===== src/rtl/subckt_toggle_profiler_pkg.sv =====
// Shared types and constants for the sub-circuit toggle profiler.
// Holds the FSM state enum, the LFSR seed/taps and the MISR polynomial.
package subckt_toggle_profiler_pkg;

  typedef enum logic [1:0] {
    ST_IDLE   = 2'd0,
    ST_DRIVE  = 2'd1,
    ST_SAMPLE = 2'd2,
    ST_DONE   = 2'd3
  } state_t;

  localparam int unsigned VEC_W  = 4;
  localparam int unsigned SIG_W  = 16;

  // Left-shifting Fibonacci LFSR; feedback is the XOR of the tapped bits.
  localparam logic [VEC_W-1:0] LFSR_SEED = 4'b0001;
  localparam logic [VEC_W-1:0] LFSR_TAPS = 4'b1001;

  // x^16 + x^12 + x^3 + x + 1 (x^16 implied).
  localparam logic [SIG_W-1:0] MISR_POLY = 16'h100B;

  function automatic logic [SIG_W-1:0] misr_step(input logic [SIG_W-1:0] s, input logic d);
    return {s[SIG_W-2:0], 1'b0} ^ (s[SIG_W-1] ? MISR_POLY : '0) ^ {{(SIG_W-1){1'b0}}, d};
  endfunction

endpackage


===== src/rtl/subckt_pattern_gen.sv =====
// Stimulus source for the profiler: 4-bit up-counter (mode 0) or
// period-15 LFSR (mode 1); mode is latched on load.
module subckt_pattern_gen
  import subckt_toggle_profiler_pkg::*;
(
  input  logic             clk,
  input  logic             rst,
  input  logic             load,
  input  logic             mode,
  input  logic             step,
  output logic [VEC_W-1:0] vec
);

  logic mode_q;

  always_ff @(posedge clk) begin
    if (rst) begin
      mode_q <= 1'b0;
      vec    <= '0;
    end else if (load) begin
      mode_q <= mode;
      vec    <= mode ? LFSR_SEED : '0;
    end else if (step) begin
      if (mode_q) vec <= {vec[VEC_W-2:0], ^(vec & LFSR_TAPS)};
      else        vec <= vec + VEC_W'(1);
    end
  end

endmodule


===== src/rtl/subckt_toggle_profiler.sv =====
// Applies NUM_VEC vectors to a 4-input sub-circuit and profiles its response.
// Optional response signature MISR enabled by PROFILER_MISR_EN.
module subckt_toggle_profiler
  import subckt_toggle_profiler_pkg::*;
#(
  parameter int unsigned NUM_VEC = 16,
  parameter int unsigned CNT_W   = 16
) (
  input  logic             clk,
  input  logic             rst,
  input  logic             start,
  input  logic             mode,
  output logic [VEC_W-1:0] vec_out,
  input  logic             resp_in,
  output logic             busy,
  output logic             done,
  output logic [CNT_W-1:0] toggle_cnt,
  output logic [CNT_W-1:0] ones_cnt,
  output logic [CNT_W-1:0] vec_cnt,
  output logic [SIG_W-1:0] sig
);

  localparam logic [CNT_W-1:0] CNT_MAX = '1;

  state_t           state;
  logic             prev_resp;
  logic             load_c;
  logic             step_c;
  logic             last_c;
  logic [CNT_W-1:0] vec_cnt_inc_c;

  assign load_c        = start && (state == ST_IDLE || state == ST_DONE);
  assign step_c        = (state == ST_SAMPLE);
  assign vec_cnt_inc_c = (vec_cnt == CNT_MAX) ? vec_cnt : vec_cnt + CNT_W'(1);
  // A saturated vec_cnt also ends the run so a too-narrow counter cannot hang.
  assign last_c        = (32'(vec_cnt_inc_c) >= 32'(NUM_VEC)) || (vec_cnt_inc_c == CNT_MAX);

  subckt_pattern_gen u_pattern_gen (
    .clk  (clk),
    .rst  (rst),
    .load (load_c),
    .mode (mode),
    .step (step_c),
    .vec  (vec_out)
  );

  always_ff @(posedge clk) begin
    if (rst) begin
      state      <= ST_IDLE;
      busy       <= 1'b0;
      done       <= 1'b0;
      prev_resp  <= 1'b0;
      toggle_cnt <= '0;
      ones_cnt   <= '0;
      vec_cnt    <= '0;
    end else begin
      case (state)
        ST_IDLE, ST_DONE: begin
          if (start) begin
            state      <= ST_DRIVE;
            busy       <= 1'b1;
            done       <= 1'b0;
            prev_resp  <= 1'b0;
            toggle_cnt <= '0;
            ones_cnt   <= '0;
            vec_cnt    <= '0;
          end
        end
        ST_DRIVE: state <= ST_SAMPLE;
        ST_SAMPLE: begin
          prev_resp <= resp_in;
          vec_cnt   <= vec_cnt_inc_c;
          if (resp_in && ones_cnt != CNT_MAX)
            ones_cnt <= ones_cnt + CNT_W'(1);
          // vec_cnt == 0 marks the first sample, which has no predecessor.
          if (vec_cnt != '0 && resp_in != prev_resp && toggle_cnt != CNT_MAX)
            toggle_cnt <= toggle_cnt + CNT_W'(1);
          if (last_c) begin
            state <= ST_DONE;
            busy  <= 1'b0;
            done  <= 1'b1;
          end else begin
            state <= ST_DRIVE;
          end
        end
        default: begin
          state <= ST_IDLE;
          busy  <= 1'b0;
          done  <= 1'b0;
        end
      endcase
    end
  end

`ifdef PROFILER_MISR_EN
  logic [SIG_W-1:0] misr_q;

  always_ff @(posedge clk) begin
    if (rst)         misr_q <= '0;
    else if (load_c) misr_q <= '0;
    else if (step_c) misr_q <= misr_step(misr_q, resp_in);
  end

  assign sig = misr_q;
`else
  assign sig = '0;
`endif

endmodule


===== config.mk =====
export PLATFORM = sky130hd
export DESIGN_NAME = subckt_toggle_profiler
export DESIGN_NICKNAME = d
export VERILOG_FILES = /design/src/rtl/subckt_toggle_profiler_pkg.sv /design/src/rtl/subckt_pattern_gen.sv /design/src/rtl/subckt_toggle_profiler.sv
export SDC_FILE = /design/constraint.sdc
export NUM_CORES = 1
export LEC_CHECK = 0
export ABC_AREA = 1
export CORE_ASPECT_RATIO = 0.5
export CORE_MARGIN = 5
export CORE_UTILIZATION = 40
export DETAILED_ROUTE_END_ITERATION = 7
export PLACE_DENSITY = 0.65
export SETUP_SLACK_MARGIN = 0.05
export SYNTH_ARGS = -nofsm -noshare
export SYNTH_HDL_FRONTEND = slang
export SYNTH_SLANG_ARGS = --single-unit

===== constraint.sdc =====
create_clock -name clk -period 1.7 [get_ports clk]
set_input_delay 0.34 -clock clk [delete_from_list [all_inputs] [get_ports clk]]
set_output_delay 0.34 -clock clk [all_outputs]
set_load 0.01 [all_outputs]

==> flow_metrics.env <==
export IMPL_outcome="complete, but fails checks"
export IMPL_violations="setup timing"
export IMPL_synthCells=575
export IMPL_synth_ff_type="dfxtp_1"
export IMPL_fp_row_count=24
export IMPL_power_density_nw_per_um2=645
export IMPL_place_hpwl_microns=7840
export IMPL_clock_latency_ns=0.33
export IMPL_p_leak_nw=2.61
export IMPL_cp_top_family="simple AND/OR/NAND/NOR gates"
export IMPL_cts_root_buf="clkbuf_16"
export IMPL_cp_arrival_ns=2.00
export IMPL_drt_iter0_markers=197
export IMPL_irDropWorstVdd_mv=0.545
export IMPL_core_region_area_sq_um=8890
export IMPL_cts_made_buffers=9
export IMPL_first_global_vias=3788
export IMPL_drc_errors=0
export IMPL_fillers=802
export IMPL_place_port_buffers=58
export IMPL_grt_pass1_wl_microns=17700
export IMPL_dieArea_sq_um=11400
export IMPL_drv_cap=0
export IMPL_synth_area_sq_um=3710
export IMPL_max_stage_delay_ns=0.35
export IMPL_intPower_mw=2.70
export IMPL_post_route_cell_area_sq_um=5690
export IMPL_timing_final_crit_share_pct=105
export IMPL_drtAntennaViolNets=0
export IMPL_num_vias=4118
export IMPL_h_tree_depth=3
export IMPL_cts_hold_buf=0
export IMPL_io_pins=75
export IMPL_setup_viol=17
export IMPL_min_path_type="in -> reg"
export IMPL_critPathRequiredTime_ns=1.92
export IMPL_pwr_share_seq_pct=38.2
export IMPL_num_antenna_cells=0
export IMPL_fmax_mhz=563
export IMPL_synthArstFlopShare_pct=0
export IMPL_drive_gt1_share_pct=28.9
export IMPL_clk_pin_slew_ns=0.05
export IMPL_synth_avg_cell_area_sq_um=6.46
export IMPL_slowest_stage="dfxtp_2"
export IMPL_seq_area_frac_synth_pct=31.3
export IMPL_grt_max_degree=23
export IMPL_syn2layout_area_growth_pct=53.2
export IMPL_finalSetupTns_ns=-0.712
export IMPL_ys_seq_elements=58
export IMPL_crit_fanout=5
export IMPL_crit_chain="ha_4 -> nand2_2 -> nor2_1 -> nand2_1 -> nor2_1 -> nand2_1 -> nor3_2 -> o21ai_2 -> nand2_4 -> buf_6 -> nor2_2 -> o21ai_1 -> nor2_1"
export IMPL_crit_type="reg -> reg"
export IMPL_gp_congestion=0.930
export IMPL_drtPass1Iterations=5
export IMPL_clockPowerShare_pct=46.7
export IMPL_gr_usage_all_layers_pct=18.8
export IMPL_vias_per_cell=4.88
export IMPL_fin_ws_ns=-0.0774
export IMPL_hold_violations=0
export IMPL_antenna_found_initial=0
export IMPL_clockBufferDepth=2
export IMPL_grt_overflow=0
export IMPL_worst_clock_skew_ns=0.00674
export IMPL_start_kind="register"
export IMPL_nNetsFinal=733
export IMPL_fin_crit_ns=1.78
export IMPL_die_y_microns=78.1
export IMPL_avgRoutedWirePerCell_microns=13.1
export IMPL_cts_sinks=58
export IMPL_placed_cell_area_sq_um=4980
export IMPL_end_kind="register"
export IMPL_p_sw_share_pct=26.4
export IMPL_path_buf_inv=1
export IMPL_die_w_microns=146
export IMPL_start_util_pct=41.8
export IMPL_holdWs_ns=0.261
export IMPL_synth_warnings=0
export IMPL_cts_tree="built"
export IMPL_combPwrFrac_pct=15.2
export IMPL_drv_slew=0
export IMPL_cp_common_cell="nor2_1"
export IMPL_yosys_cell_types_count=37
export IMPL_drt_total_wl_microns=11000
export IMPL_rsz0062_at_grt="true"
export IMPL_synth_edff_count=0
export IMPL_p_sw_uw=968
-- cells in the final DEF (no fill, tap or decap), types with 3 or more instances in the layout --
cell type        synthesis  final
dfxtp_1                 58     35
buf_4                   19     80
nand2_2                  7     12
nand2_1                147    138
ha_4                     0      5
dlymetal6s2s_1           0      7
nand3_2                  4      6
clkbuf_8                 0      3
dlygate4sd2_1            0     35
a21oi_1                 51     46
nand4_1                 16     16
buf_6                    1     11
nor4_1                   5      3
clkbuf_16                0      9
nand2_4                  1      5
nor2_4                   2      8
nor2_1                  62     53
a21oi_2                  2      7
nor3_2                   0      4
clkdlybuf4s50_1          0     15
o21ai_2                  1      3
inv_1                   59     54
dfxtp_2                  0     17
nor3_1                  14     10
xnor2_1                  7      7
nand3_1                 43     39
inv_4                    1      3
inv_2                    4      6
dfxtp_4                  0      6
nor2_2                   6      9
xor2_1                  17     16
conb_1                   1     16
o21ai_0                 17     13
-- synth_stat cells (4+ instances only) --
| cell | number | share of area, % |
|---|---|---|
| nor3_1 | 14 | 1.9 |
| nand2_2 | 7 | 1.2 |
| nand3_1 | 43 | 5.8 |
| xnor2_1 | 7 | 1.7 |
| inv_1 | 59 | 6.0 |
| nor2_2 | 6 | 1.0 |
| o21ai_0 | 17 | 2.3 |
| nand4_1 | 16 | 2.7 |
| xor2_1 | 17 | 4.0 |
| clkbuf_1 | 8 | 0.81 |
| dfxtp_1 | 58 | 31 |
| buf_4 | 19 | 3.8 |
| nand2_1 | 147 | 15 |
| a21oi_1 | 51 | 6.9 |
| ha_1 | 7 | 2.4 |
| nor2_1 | 62 | 6.3 |
| inv_2 | 4 | 0.40 |
| nand3_2 | 4 | 1.1 |
| nor4_1 | 5 | 0.84 |
-- state kept, by name, summed over array words and instances (netlist names) --
name,cells
busy,1
ones_cnt,16
done,1
prev_resp,1
toggle_cnt,16
u_pattern_gen.vec,4
state,2
u_pattern_gen.mode_q,1
vec_cnt,16
-- worst paths after layout --
path,slack (ns),cells past startpoint,endpoint,startpoint
max reg2reg,-0.08,13,ones_cnt[12]$_SDFFE_PP0P_,ones_cnt[0]$_SDFFE_PP0P_
max,-0.08,13,ones_cnt[12]$_SDFFE_PP0P_,ones_cnt[0]$_SDFFE_PP0P_
min reg2reg,0.47,2,done$_SDFFE_PP0P_,done$_SDFFE_PP0P_
min,0.26,2,prev_resp$_SDFFE_PP0P_,rst
-- per-stage QoR --
stage | instances | power [mW] | util, % | worst slack [ns]
floorplan | 590 | 1.71 | - | 0.0374
detailed placement | 818 | 1.89 | 56.1 | -0.295
finish | 843 | 3.67 | 64.0 | -0.0774
global route | 843 | 3.82 | 64.0 | -0.237
global placement | 818 | 1.89 | 56.1 | -0.259
CTS | 841 | 3.66 | 61.4 | -0.0811
-- cell families after synthesis --
family / count (synthesis) / share of synthesized area (%)
other: 1 / 0.101
DFF: 58 / 31.3
AOI/OAI and AO/OA: 77 / 11.0
xor gates and xnor gates: 24 / 5.66
adders and majority gates: 7 / 2.36
and+or+nand+nor: 310 / 37.4
buffers and inverters: 98 / 12.2
-- layout make-up --
cell class | count | area, sq um | share of cell area [%]
timing repair inverter | 1 | 7.51 | 0.132
clock inverter | 2 | 10.0 | 0.176
tap | 117 | 146 | 2.57
inverter | 65 | 256 | 4.51
multi-input combinational | 435 | 2470 | 43.5
sequential | 58 | 1200 | 21.2
clock buffer | 14 | 274 | 4.82
timing repair buffer | 151 | 1310 | 23.1
-- layer usage --
| metal | vias up | share of wire (%) | global-route usage (%) |
|---|---|---|---|
| met4 | 0 | 1.4 | 5.63 |
| met1 | 1886 | 47 | 24.2 |
| met3 | 15 | 4.8 | 5.41 |
| li1 | 2121 | - | - |
| met2 | 96 | 47 | 30.8 |
| met5 | - | 0 | 0 |
-- power by group through the flow --
stage	clock network [mW]	logic, mW	registers (mW)
after floorplan	0	0.273	1.44
after global placement	0	0.457	1.43
after detailed placement	0	0.460	1.43
after CTS	1.75	0.515	1.40
after global routing	1.82	0.597	1.40
final	1.71	0.556	1.40
-- repair_timing --
| item | 4_1_cts | 5_1_grt |
|---|---|---|
| cloned | 2 | 0 |
| endpoints found under the hold margin | 0 | 0 |
| setup buffers | 5 | 3 |
| pin swaps | 20 | 21 |
| gates resized for setup | 89 | 62 |
| endpoints found under the setup margin | 76 | 65 |
Note: power is estimated with default switching activity, not from simulation.
